<file path="src/rtl/mem_arbiter_pkg.sv">
// Shared definitions for the main-memory arbiter: state encoding, default geometry
// and block-offset helpers.
package mem_arbiter_pkg;

  typedef enum logic [1:0] {
    IDLE   = 2'd0,
    IFILL  = 2'd1,
    DFILL  = 2'd2,
    DWRITE = 2'd3
  } arb_state_e;

  localparam int DEF_WORDS_PER_BLOCK = 8;
  localparam int DEF_MEM_LAT         = 4;

  // Byte-offset bits inside one 16-bit word.
  localparam int BYTE_OFF_W = 1;

  // Byte-offset bits inside one block.
  function automatic int blk_off_w(input int words);
    return $clog2(words) + BYTE_OFF_W;
  endfunction

endpackage

</file>
<file path="src/rtl/mem_arbiter_fill_counter.sv">
// Issue, receive and read-latency counters for one block fill; held clear while
// the arbiter is idle, so every grant starts from zero.
module mem_arbiter_fill_counter
  import mem_arbiter_pkg::*;
#(
  parameter int WORDS_PER_BLOCK = DEF_WORDS_PER_BLOCK,
  parameter int MEM_LAT         = DEF_MEM_LAT,
  localparam int IDX_W          = $clog2(WORDS_PER_BLOCK)
) (
  input  logic             clk,
  input  logic             rst,
  input  logic             clr,
  input  logic             run,
  input  logic             recv_en,
  output logic [IDX_W-1:0] issue_idx,
  output logic [IDX_W-1:0] recv_idx,
  output logic             issuing,
  output logic             recv_last,
  output logic             recv_ok
);

  localparam int AGE_W = $clog2(MEM_LAT + 1);

  logic [IDX_W:0]   issue_cnt;
  logic [AGE_W-1:0] age;

  always_ff @(posedge clk) begin
    if (rst || clr) begin
      issue_cnt <= '0;
      recv_idx  <= '0;
      age       <= '0;
    end else begin
      if (run && issuing) issue_cnt <= issue_cnt + 1'b1;
      if (run && !recv_ok) age <= age + 1'b1;
      if (recv_en) recv_idx <= recv_idx + 1'b1;
    end
  end

  // Counting one past the last word sets the MSB, which stops issue.
  assign issuing   = ~issue_cnt[IDX_W];
  assign issue_idx = issue_cnt[IDX_W-1:0];
  assign recv_last = (recv_idx == IDX_W'(WORDS_PER_BLOCK - 1));
  // No read of this fill can return before MEM_LAT cycles in; earlier rvalids are leftovers.
  assign recv_ok   = (age == AGE_W'(MEM_LAT));

endmodule

</file>
<file path="src/rtl/mem_arbiter.sv">
// Main-memory arbiter between I-cache fills and D-cache fills/write-throughs.
// Optional `ARB_ROUND_ROBIN_EN: ties go to the side not granted last.
module mem_arbiter
  import mem_arbiter_pkg::*;
#(
  parameter int WORDS_PER_BLOCK = DEF_WORDS_PER_BLOCK,
  parameter int MEM_LAT         = DEF_MEM_LAT,
  localparam int IDX_W          = $clog2(WORDS_PER_BLOCK)
) (
  input  logic             clk,
  input  logic             rst,
  input  logic             i_req,
  input  logic [15:0]      i_addr,
  input  logic             d_req,
  input  logic             d_wr,
  input  logic [15:0]      d_addr,
  input  logic [15:0]      d_wdata,
  output logic             mem_en,
  output logic             mem_wr,
  output logic [15:0]      mem_addr,
  output logic [15:0]      mem_wdata,
  input  logic [15:0]      mem_rdata,
  input  logic             mem_rvalid,
  output logic [15:0]      fill_data,
  output logic [IDX_W-1:0] fill_word,
  output logic             i_fill_we,
  output logic             d_fill_we,
  output logic             i_done,
  output logic             d_done,
  output logic             busy
);

  localparam int BLK_OFF_W = blk_off_w(WORDS_PER_BLOCK);

  arb_state_e       state, next_state;
  logic             grant_i, grant_d;
  logic             filling, accept;
  logic [15:0]      op_addr, op_wdata;
  logic [IDX_W-1:0] issue_idx, recv_idx;
  logic             issuing, recv_last, recv_ok;

  assign filling = (state == IFILL) || (state == DFILL);
  assign accept  = !rst && filling && mem_rvalid && recv_ok;
  assign busy    = (state != IDLE);

  mem_arbiter_fill_counter #(
    .WORDS_PER_BLOCK(WORDS_PER_BLOCK),
    .MEM_LAT        (MEM_LAT)
  ) u_fill_counter (
    .clk      (clk),
    .rst      (rst),
    .clr      (state == IDLE),
    .run      (filling),
    .recv_en  (accept),
    .issue_idx(issue_idx),
    .recv_idx (recv_idx),
    .issuing  (issuing),
    .recv_last(recv_last),
    .recv_ok  (recv_ok)
  );

`ifdef ARB_ROUND_ROBIN_EN
  logic last_d;

  always_ff @(posedge clk) begin
    if (rst) last_d <= 1'b0;
    else if (grant_i || grant_d) last_d <= grant_d;
  end
`endif

  always_ff @(posedge clk) begin
    if (rst) state <= IDLE;
    else state <= next_state;
  end

  // Operand latch: no reset needed, the outputs that use it are gated by state.
  always_ff @(posedge clk) begin
    if (grant_i || grant_d) begin
      op_addr  <= grant_d ? d_addr : i_addr;
      op_wdata <= d_wdata;
    end
  end

  always_comb begin
    next_state = state;
    grant_i    = 1'b0;
    grant_d    = 1'b0;
    mem_en     = 1'b0;
    mem_wr     = 1'b0;
    mem_addr   = '0;
    mem_wdata  = '0;
    fill_data  = '0;
    fill_word  = '0;
    i_fill_we  = 1'b0;
    d_fill_we  = 1'b0;
    i_done     = 1'b0;
    d_done     = 1'b0;
    if (!rst) begin
      case (state)
        IDLE: begin
`ifdef ARB_ROUND_ROBIN_EN
          if (d_req && (!i_req || !last_d)) grant_d = 1'b1;
          else if (i_req) grant_i = 1'b1;
`else
          if (d_req) grant_d = 1'b1;
          else if (i_req) grant_i = 1'b1;
`endif
          if (grant_d) next_state = d_wr ? DWRITE : DFILL;
          else if (grant_i) next_state = IFILL;
        end
        IFILL, DFILL: begin
          if (issuing) begin
            mem_en   = 1'b1;
            mem_addr = {op_addr[15:BLK_OFF_W], issue_idx, {BYTE_OFF_W{1'b0}}};
          end
          if (accept) begin
            fill_data = mem_rdata;
            fill_word = recv_idx;
            i_fill_we = (state == IFILL);
            d_fill_we = (state == DFILL);
            if (recv_last) begin
              i_done     = (state == IFILL);
              d_done     = (state == DFILL);
              next_state = IDLE;
            end
          end
        end
        DWRITE: begin
          mem_en     = 1'b1;
          mem_wr     = 1'b1;
          mem_addr   = op_addr;
          mem_wdata  = op_wdata;
          d_done     = 1'b1;
          next_state = IDLE;
        end
        default: next_state = IDLE;
      endcase
    end
  end

endmodule
</file>
<file path="config.mk">
export PLATFORM = sky130hd
export DESIGN_NAME = mem_arbiter
export DESIGN_NICKNAME = d
export VERILOG_FILES = /design/src/rtl/mem_arbiter_pkg.sv /design/src/rtl/mem_arbiter_fill_counter.sv /design/src/rtl/mem_arbiter.sv
export SDC_FILE = /design/constraint.sdc
export NUM_CORES = 1
export LEC_CHECK = 0
export CORE_MARGIN = 10
export CORE_UTILIZATION = 41
export DETAILED_ROUTE_END_ITERATION = 10
export HOLD_SLACK_MARGIN = 0.05
export PLACE_DENSITY = 0.85
export REMOVE_ABC_BUFFERS = 1
export SLEW_MARGIN = 20
export SYNTH_ARGS = -nofsm -noshare
export SYNTH_HDL_FRONTEND = slang
export SYNTH_SLANG_ARGS = --single-unit
</file>
<file path="constraint.sdc">
create_clock -name clk -period 7 [get_ports clk]
set_clock_uncertainty 0.1 [all_clocks]
set_input_delay 1.4 -clock clk [delete_from_list [all_inputs] [get_ports clk]]
set_output_delay 1.4 -clock clk [all_outputs]
set_load 0.05 [all_outputs]
</file>
==> impl_metrics.env, run 1 <==
export IMPL_cts_hold_buf=0
export IMPL_worst_slack_ns=1.57
export IMPL_ctsRootBufferMaster="clkbuf_8"
export IMPL_async_reset_ff_share_pct=0
export IMPL_pre_cts_ws_ns=1.60
export IMPL_rows=26
export IMPL_dr_pass1_iters=4
export IMPL_final_setup_tns_ns=0
export IMPL_numPortBuffers=127
export IMPL_htree_num_levels=2
export IMPL_clockBufferDepth=2
export IMPL_critPathMaxStageDelay_ns=0.81
export IMPL_globalRouteTotalUtil_pct=14.3
export IMPL_clk_pin_slew_ns=0.08
export IMPL_cp_top_family="buffers and inverters"
export IMPL_power_density_nw_per_um2=247
export IMPL_fillers=407
export IMPL_cts_tree="built"
export IMPL_r2r_cells=5
export IMPL_share_comb_of_total_power_pct=39.6
export IMPL_cp_slowest_cell="and4b_1"
export IMPL_grt_pass1_wl_um=9990
export IMPL_hold_class="reg2reg"
export IMPL_drive_gt1_share_pct=8.52
export IMPL_yosysSeqAreaShare_pct=53.1
export IMPL_r2r_end="u_fill_counter.issue_cnt[1]$_SDFFE_PP0P_"
export IMPL_period_needed_ns=5.43
export IMPL_p_sw_mw=0.322
export IMPL_ys_flop_type="edfxtp_1"
export IMPL_clk_latency_ns=0.29
export IMPL_grt_remaining_overflow=0
export IMPL_synth_seq_cells=44
export IMPL_cp_data_required_time_ns=5.50
export IMPL_grt_max_degree=34
export IMPL_cp_startpoint="rst"
export IMPL_initial_utilization_pct=43.2
export IMPL_seq_power_share_pct=39.5
export IMPL_syn_area_um2=2260
export IMPL_reg2reg_from="state[0]$_SDFFE_PP0P_"
export IMPL_hold_viol=0
export IMPL_cpMostUsedCell="clkdlybuf4s50_1"
export IMPL_clock_sinks=44
export IMPL_grt_pass1_vias=1949
export IMPL_cp_arrival_ns=3.93
export IMPL_worst_pin_slew_ns=0.871
export IMPL_area_growth_pct=63.0
export IMPL_ant_nets=0
export IMPL_maxCapViolations=0
export IMPL_wire_per_inst_um=17.1
export IMPL_postCtsResizedCells=0
export IMPL_drcViolationCount=0
export IMPL_rrSetupSlack_ns=4.65
export IMPL_cp_buffers_inverters=2
export IMPL_dieArea_um2=8880
export IMPL_core_area_um2=5240
export IMPL_p_int_mw=0.588
export IMPL_cp_max_fo=26
export IMPL_total_leakage_power_nw=1.40
export IMPL_antenna_found_initial=0
export IMPL_clockPowerShare_pct=20.9
export IMPL_worst_setup_path_start_kind="primary input"
export IMPL_num_vias=1871
export IMPL_swShare_pct=35.4
export IMPL_final_max_slew_viol_count=0
export IMPL_synth_edf_count=32
export IMPL_dp_hpwl_um=5300
export IMPL_cp_depth=5
export IMPL_setup_violations_final=0
export IMPL_max_freq_ghz=0.184
export IMPL_worstPathCellList="clkdlybuf4s50_1 -> and4b_1 -> and3_1 -> and2_1 -> clkdlybuf4s50_1"
export IMPL_syn_avg_cell_area_um2=11.7
export IMPL_drt_iter0_drc=58
export IMPL_fin_nets=395
export IMPL_synth_cell_type_count=36
export IMPL_yosys_warnings=0
export IMPL_grt_setup_unrepaired="false"
export IMPL_io_pins=128
export IMPL_antenna_cells=0
export IMPL_syn_inst=193
export IMPL_endpoint_kind="primary output"
export IMPL_run_status="complete, no violations"
export IMPL_postCtsSetupRepairBufs=0
export IMPL_place_congestion=0.826
export IMPL_totalWireLength_um=6610
export IMPL_layout_cells_most_common="clkdlybuf4s50_1"
export IMPL_fin_hold_ws_ns=0.400
export IMPL_final_cell_mix="clkdlybuf4s50_1, edfxtp_1, and2_1"
export IMPL_fp_dieW_um=94.3
export IMPL_ir_drop_mv=0.141
export IMPL_post_route_period_util_pct=77.6
export IMPL_worst_setup_path_endpoint="i_done"
export IMPL_cts_made_buffers=5
export IMPL_vias_per_cell=4.83
export IMPL_crit_type="in2out"
export IMPL_die_y_um=94.3
export IMPL_slew_headroom_pct=41.8
==> area by class of cell <==
| cell class | count | area, µm² | share of cell area (%) |
|---|---|---|---|
| clock buffer | 5 | 68.8 | 1.87 |
| clock inverter | 3 | 42.5 | 1.15 |
| inverter | 7 | 26.3 | 0.713 |
| multi-input combinational | 130 | 981 | 26.6 |
| sequential | 44 | 1200 | 32.6 |
| tap | 70 | 87.6 | 2.38 |
| timing repair buffer | 128 | 1280 | 34.7 |
==> registers in the layout, indices dropped and copies added, names as in the netlist <==
name                      count
op_wdata                     16
u_fill_counter.age            3
op_addr                      16
u_fill_counter.issue_cnt      4
u_fill_counter.recv_idx       3
state                         2
==> cell usage after synthesis (all sizes together) (2+ instances only) <==
cell type  number  area (µm²)
edfxtp         32         961
and2           30         188
and3           21         131
mux2           16         180
dfxtp          12         240
nor2           12        45.0
ha              9         113
inv             7        26.3
a21oi           6        30.0
buf             6        36.3
clkbuf          6        23.8
a22oi           3        22.5
mux2i           3        30.0
nand2b          3        18.8
nand3           3        15.0
o21ai           3        15.0
and4b           2        20.0
nand3b          2        27.5
nor2b           2        12.5
xnor2           2        17.5
==> cell families (layout without fill, tap and decap cells) <==
family	after synthesis	in the layout	share of synthesized area, %
simple gates	80	80	21.7
flops	44	44	53.1
compound gates	19	19	5.92
mux	19	19	9.30
buf+inv	19	143	3.82
fa+ha+maj	9	9	4.98
xor+xnor	3	3	1.16
==> power groups by stage <==
stage	Clock [mW]	Combinational, mW	Sequential, mW
floorplan	0	0.232	0.361
global placement	0	0.354	0.362
detailed placement	0	0.362	0.366
CTS	0.196	0.363	0.360
global route	0.205	0.390	0.364
finish	0.190	0.361	0.359
==> metal layers <==
layer	vias to the layer above	global-route usage, %	share of wire, %
li1	935	-	-
met1	867	14.5	38
met2	67	26.7	54
met3	2	5.60	8.1
met4	0	3.04	0.21
met5	-	0	0
==> worst min-delay path: stages, from the launching register on <==
cell	delay (ns)
dfxtp_1	0.33
o21ai_0	0.07
a21oi_1	0.06
==> through the flow <==
step	power [mW]	std cells	instance area (µm²)	utilization (%)
finish	0.910	387	3690	70.4
global route	0.959	387	3690	70.4
CTS	0.919	387	3690	70.4
detailed placement	0.727	379	3570	68.3
global placement	0.716	379	3570	68.3
floorplan	0.594	181	2200	-
==> how the worst min path moves through the flow <==
| stage | startpoint | endpoint | slack [ns] | cells after the start |
|---|---|---|---|---|
| after CTS | u_fill_counter.recv_idx[1]$_SDFFE_PP0N_ | u_fill_counter.recv_idx[1]$_SDFFE_PP0N_ | 0.40 | 2 |
| after detailed placement | u_fill_counter.recv_idx[1]$_SDFFE_PP0N_ | u_fill_counter.recv_idx[1]$_SDFFE_PP0N_ | 0.39 | 2 |
| final | u_fill_counter.recv_idx[2]$_SDFFE_PP0N_ | u_fill_counter.recv_idx[2]$_SDFFE_PP0N_ | 0.40 | 2 |
| after global routing | u_fill_counter.recv_idx[1]$_SDFFE_PP0N_ | u_fill_counter.recv_idx[1]$_SDFFE_PP0N_ | 0.43 | 2 |
| after floorplan | u_fill_counter.issue_cnt[3]$_SDFFE_PP0P_ | u_fill_counter.issue_cnt[3]$_SDFFE_PP0P_ | 0.35 | 2 |
| after global placement | u_fill_counter.issue_cnt[3]$_SDFFE_PP0P_ | u_fill_counter.issue_cnt[3]$_SDFFE_PP0P_ | 0.37 | 2 |
No activity file was read; power rests on OpenSTA's default activity.
==> run 2, diff against run 1 <==
CORE_UTILIZATION = 38   (was 41)
PLACE_DENSITY = 0.8   (was 0.85)
clock period = 5.45 ns   (was 7 ns; I/O delays follow)
==> run 2 against run 1 <==
Global-route usage is 1.5 points lower; register-to-register slack worse by 1.3 ns; non-clock buffer count grew 2; largest cell class unchanged; highest routed layer unchanged.
==> impl_metrics.env, run 2 (synthesized netlist as in run 1, its figures left out) <==
export IMPL_clockBufferDepth=2
export IMPL_fin_cells=394
export IMPL_reg2reg_from="state[1]$_SDFFE_PP0P_"
export IMPL_endpoint_kind="primary output"
export IMPL_htree_num_levels=2
export IMPL_dp_cells=386
export IMPL_postCtsResizedCells=0
export IMPL_cts_tree="built"
export IMPL_r2r_cells=4
export IMPL_globalRouteTotalUtil_pct=12.8
export IMPL_core_area_um2=5850
export IMPL_top_regs="op_addr x16, op_wdata x16, u_fill_counter.issue_cnt x4"
export IMPL_antenna_found_initial=0
export IMPL_hold_viol=0
export IMPL_drive_gt1_share_pct=9.09
export IMPL_run_status="complete, no violations"
export IMPL_dp_hpwl_um=5010
export IMPL_drcViolationCount=0
export IMPL_clock_sinks=44
export IMPL_grt_pass1_wl_um=10000
export IMPL_final_setup_tns_ns=0
export IMPL_worst_setup_path_start_kind="primary input"
export IMPL_min_from="u_fill_counter.recv_idx[1]$_SDFFE_PP0N_"
export IMPL_clk_pin_slew_ns=0.08
export IMPL_post_route_period_util_pct=88.4
export IMPL_initial_utilization_pct=38.6
export IMPL_cts_hold_buf=0
export IMPL_ctsRootBufferMaster="clkbuf_8"
export IMPL_dieArea_um2=9440
export IMPL_numPortBuffers=127
export IMPL_cts_made_buffers=5
export IMPL_cp_arrival_ns=3.63
export IMPL_pre_cts_ws_ns=0.676
export IMPL_vias_per_cell=4.77
export IMPL_grt_remaining_overflow=0
export IMPL_min_to="u_fill_counter.recv_idx[1]$_SDFFE_PP0N_"
export IMPL_final_max_slew_viol_count=0
export IMPL_r2r_end="op_wdata[1]$_DFFE_PP_"
export IMPL_postCtsSetupRepairBufs=0
export IMPL_num_vias=1878
export IMPL_power_density_nw_per_um2=317
export IMPL_worst_pin_slew_ns=0.880
export IMPL_antenna_cells=0
export IMPL_hold_class="reg2reg"
export IMPL_dr_pass1_iters=5
export IMPL_fin_nets=397
export IMPL_grt_max_degree=33
export IMPL_grt_pass1_vias=1905
export IMPL_cp_max_fo=26
export IMPL_fp_dieW_um=97.1
export IMPL_totalWireLength_um=6330
export IMPL_area_growth_pct=64.0
export IMPL_setup_violations_final=0
export IMPL_layout_cells_most_common="clkdlybuf4s50_1"
export IMPL_period_needed_ns=4.82
export IMPL_grt_setup_unrepaired="false"
export IMPL_ant_nets=0
export IMPL_clk_latency_ns=0.29
export IMPL_io_pins=128
export IMPL_total_leakage_power_nw=1.41
export IMPL_wire_per_inst_um=16.1
export IMPL_cp_data_required_time_ns=4.26
export IMPL_final_cell_mix="clkdlybuf4s50_1, edfxtp_1, and2_1"
export IMPL_maxCapViolations=0
export IMPL_rrSetupSlack_ns=3.31
export IMPL_ir_drop_mv=0.174
export IMPL_slew_headroom_pct=41.2
export IMPL_utilization_pct=63.4
export IMPL_max_freq_ghz=0.208
export IMPL_rows=28
export IMPL_whs_path_depth=2
export IMPL_worst_slack_ns=0.635
export IMPL_drt_iter0_drc=61
export IMPL_crit_type="in2out"
export IMPL_die_y_um=97.1
export IMPL_place_congestion=0.810
## run 2: cell count changes in the layout (fill, tap and decap cells not counted), sizes merged
cell  change
buf       +2
## run 2: stage by stage
| step | hold WS, ns | total power [mW] | instance area [µm²] |
|---|---|---|---|
| 4_1_cts | 0.405 | 1.18 | 3710 |
| 6_report | 0.397 | 1.17 | 3710 |
| 3_3_place_gp | 0.373 | 0.928 | 3600 |
| 2_1_floorplan | 0.354 | 0.763 | 2200 |
| 5_1_grt | 0.448 | 1.24 | 3710 |
| 3_5_place_dp | 0.390 | 0.935 | 3600 |
## run 2: worst max-delay path, cell delays in order
cell and delay [ns]:
clkdlybuf4s50_1 0.52, and4b_1 0.79, and3_1 0.28, and2_1 0.14, clkdlybuf4s50_1 0.80
## run 2: worst max path at each step
| stage | start | depth (start not counted) | slack [ns] | end |
|---|---|---|---|---|
| after floorplan | rst | 3 | 1.59 | i_done |
| after global placement | rst | 5 | 0.78 | i_done |
| after detailed placement | rst | 5 | 0.68 | i_done |
| after CTS | rst | 5 | 0.68 | i_done |
| after global routing | rst | 5 | 0.52 | d_done |
| final | rst | 5 | 0.63 | i_done |
## run 2: power breakdown
| group | internal [mW] | leakage [nW] | total [mW] | switching, mW |
|---|---|---|---|---|
| Clock | 0.136 | 0.0558 | 0.247 | 0.111 |
| Combinational | 0.183 | 0.960 | 0.466 | 0.282 |
| Sequential | 0.440 | 0.398 | 0.462 | 0.0217 |
## run 2: layout make-up
class / count / area (µm²)
fill: 468 / 2140
timing repair buffer: 130 / 1290
sequential: 44 / 1200
multi-input combinational: 130 / 981
tap: 75 / 93.8
clock buffer: 5 / 68.8
clock inverter: 3 / 42.5
inverter: 7 / 26.3
## run 2: routing by layer
layer	track usage, %	share of wire, %	up-vias
met2	23.0	50	87
met4	3.41	0.66	0
met1	13.5	40	850
met3	4.84	8.9	8
met5	0	0	-
li1	-	-	933
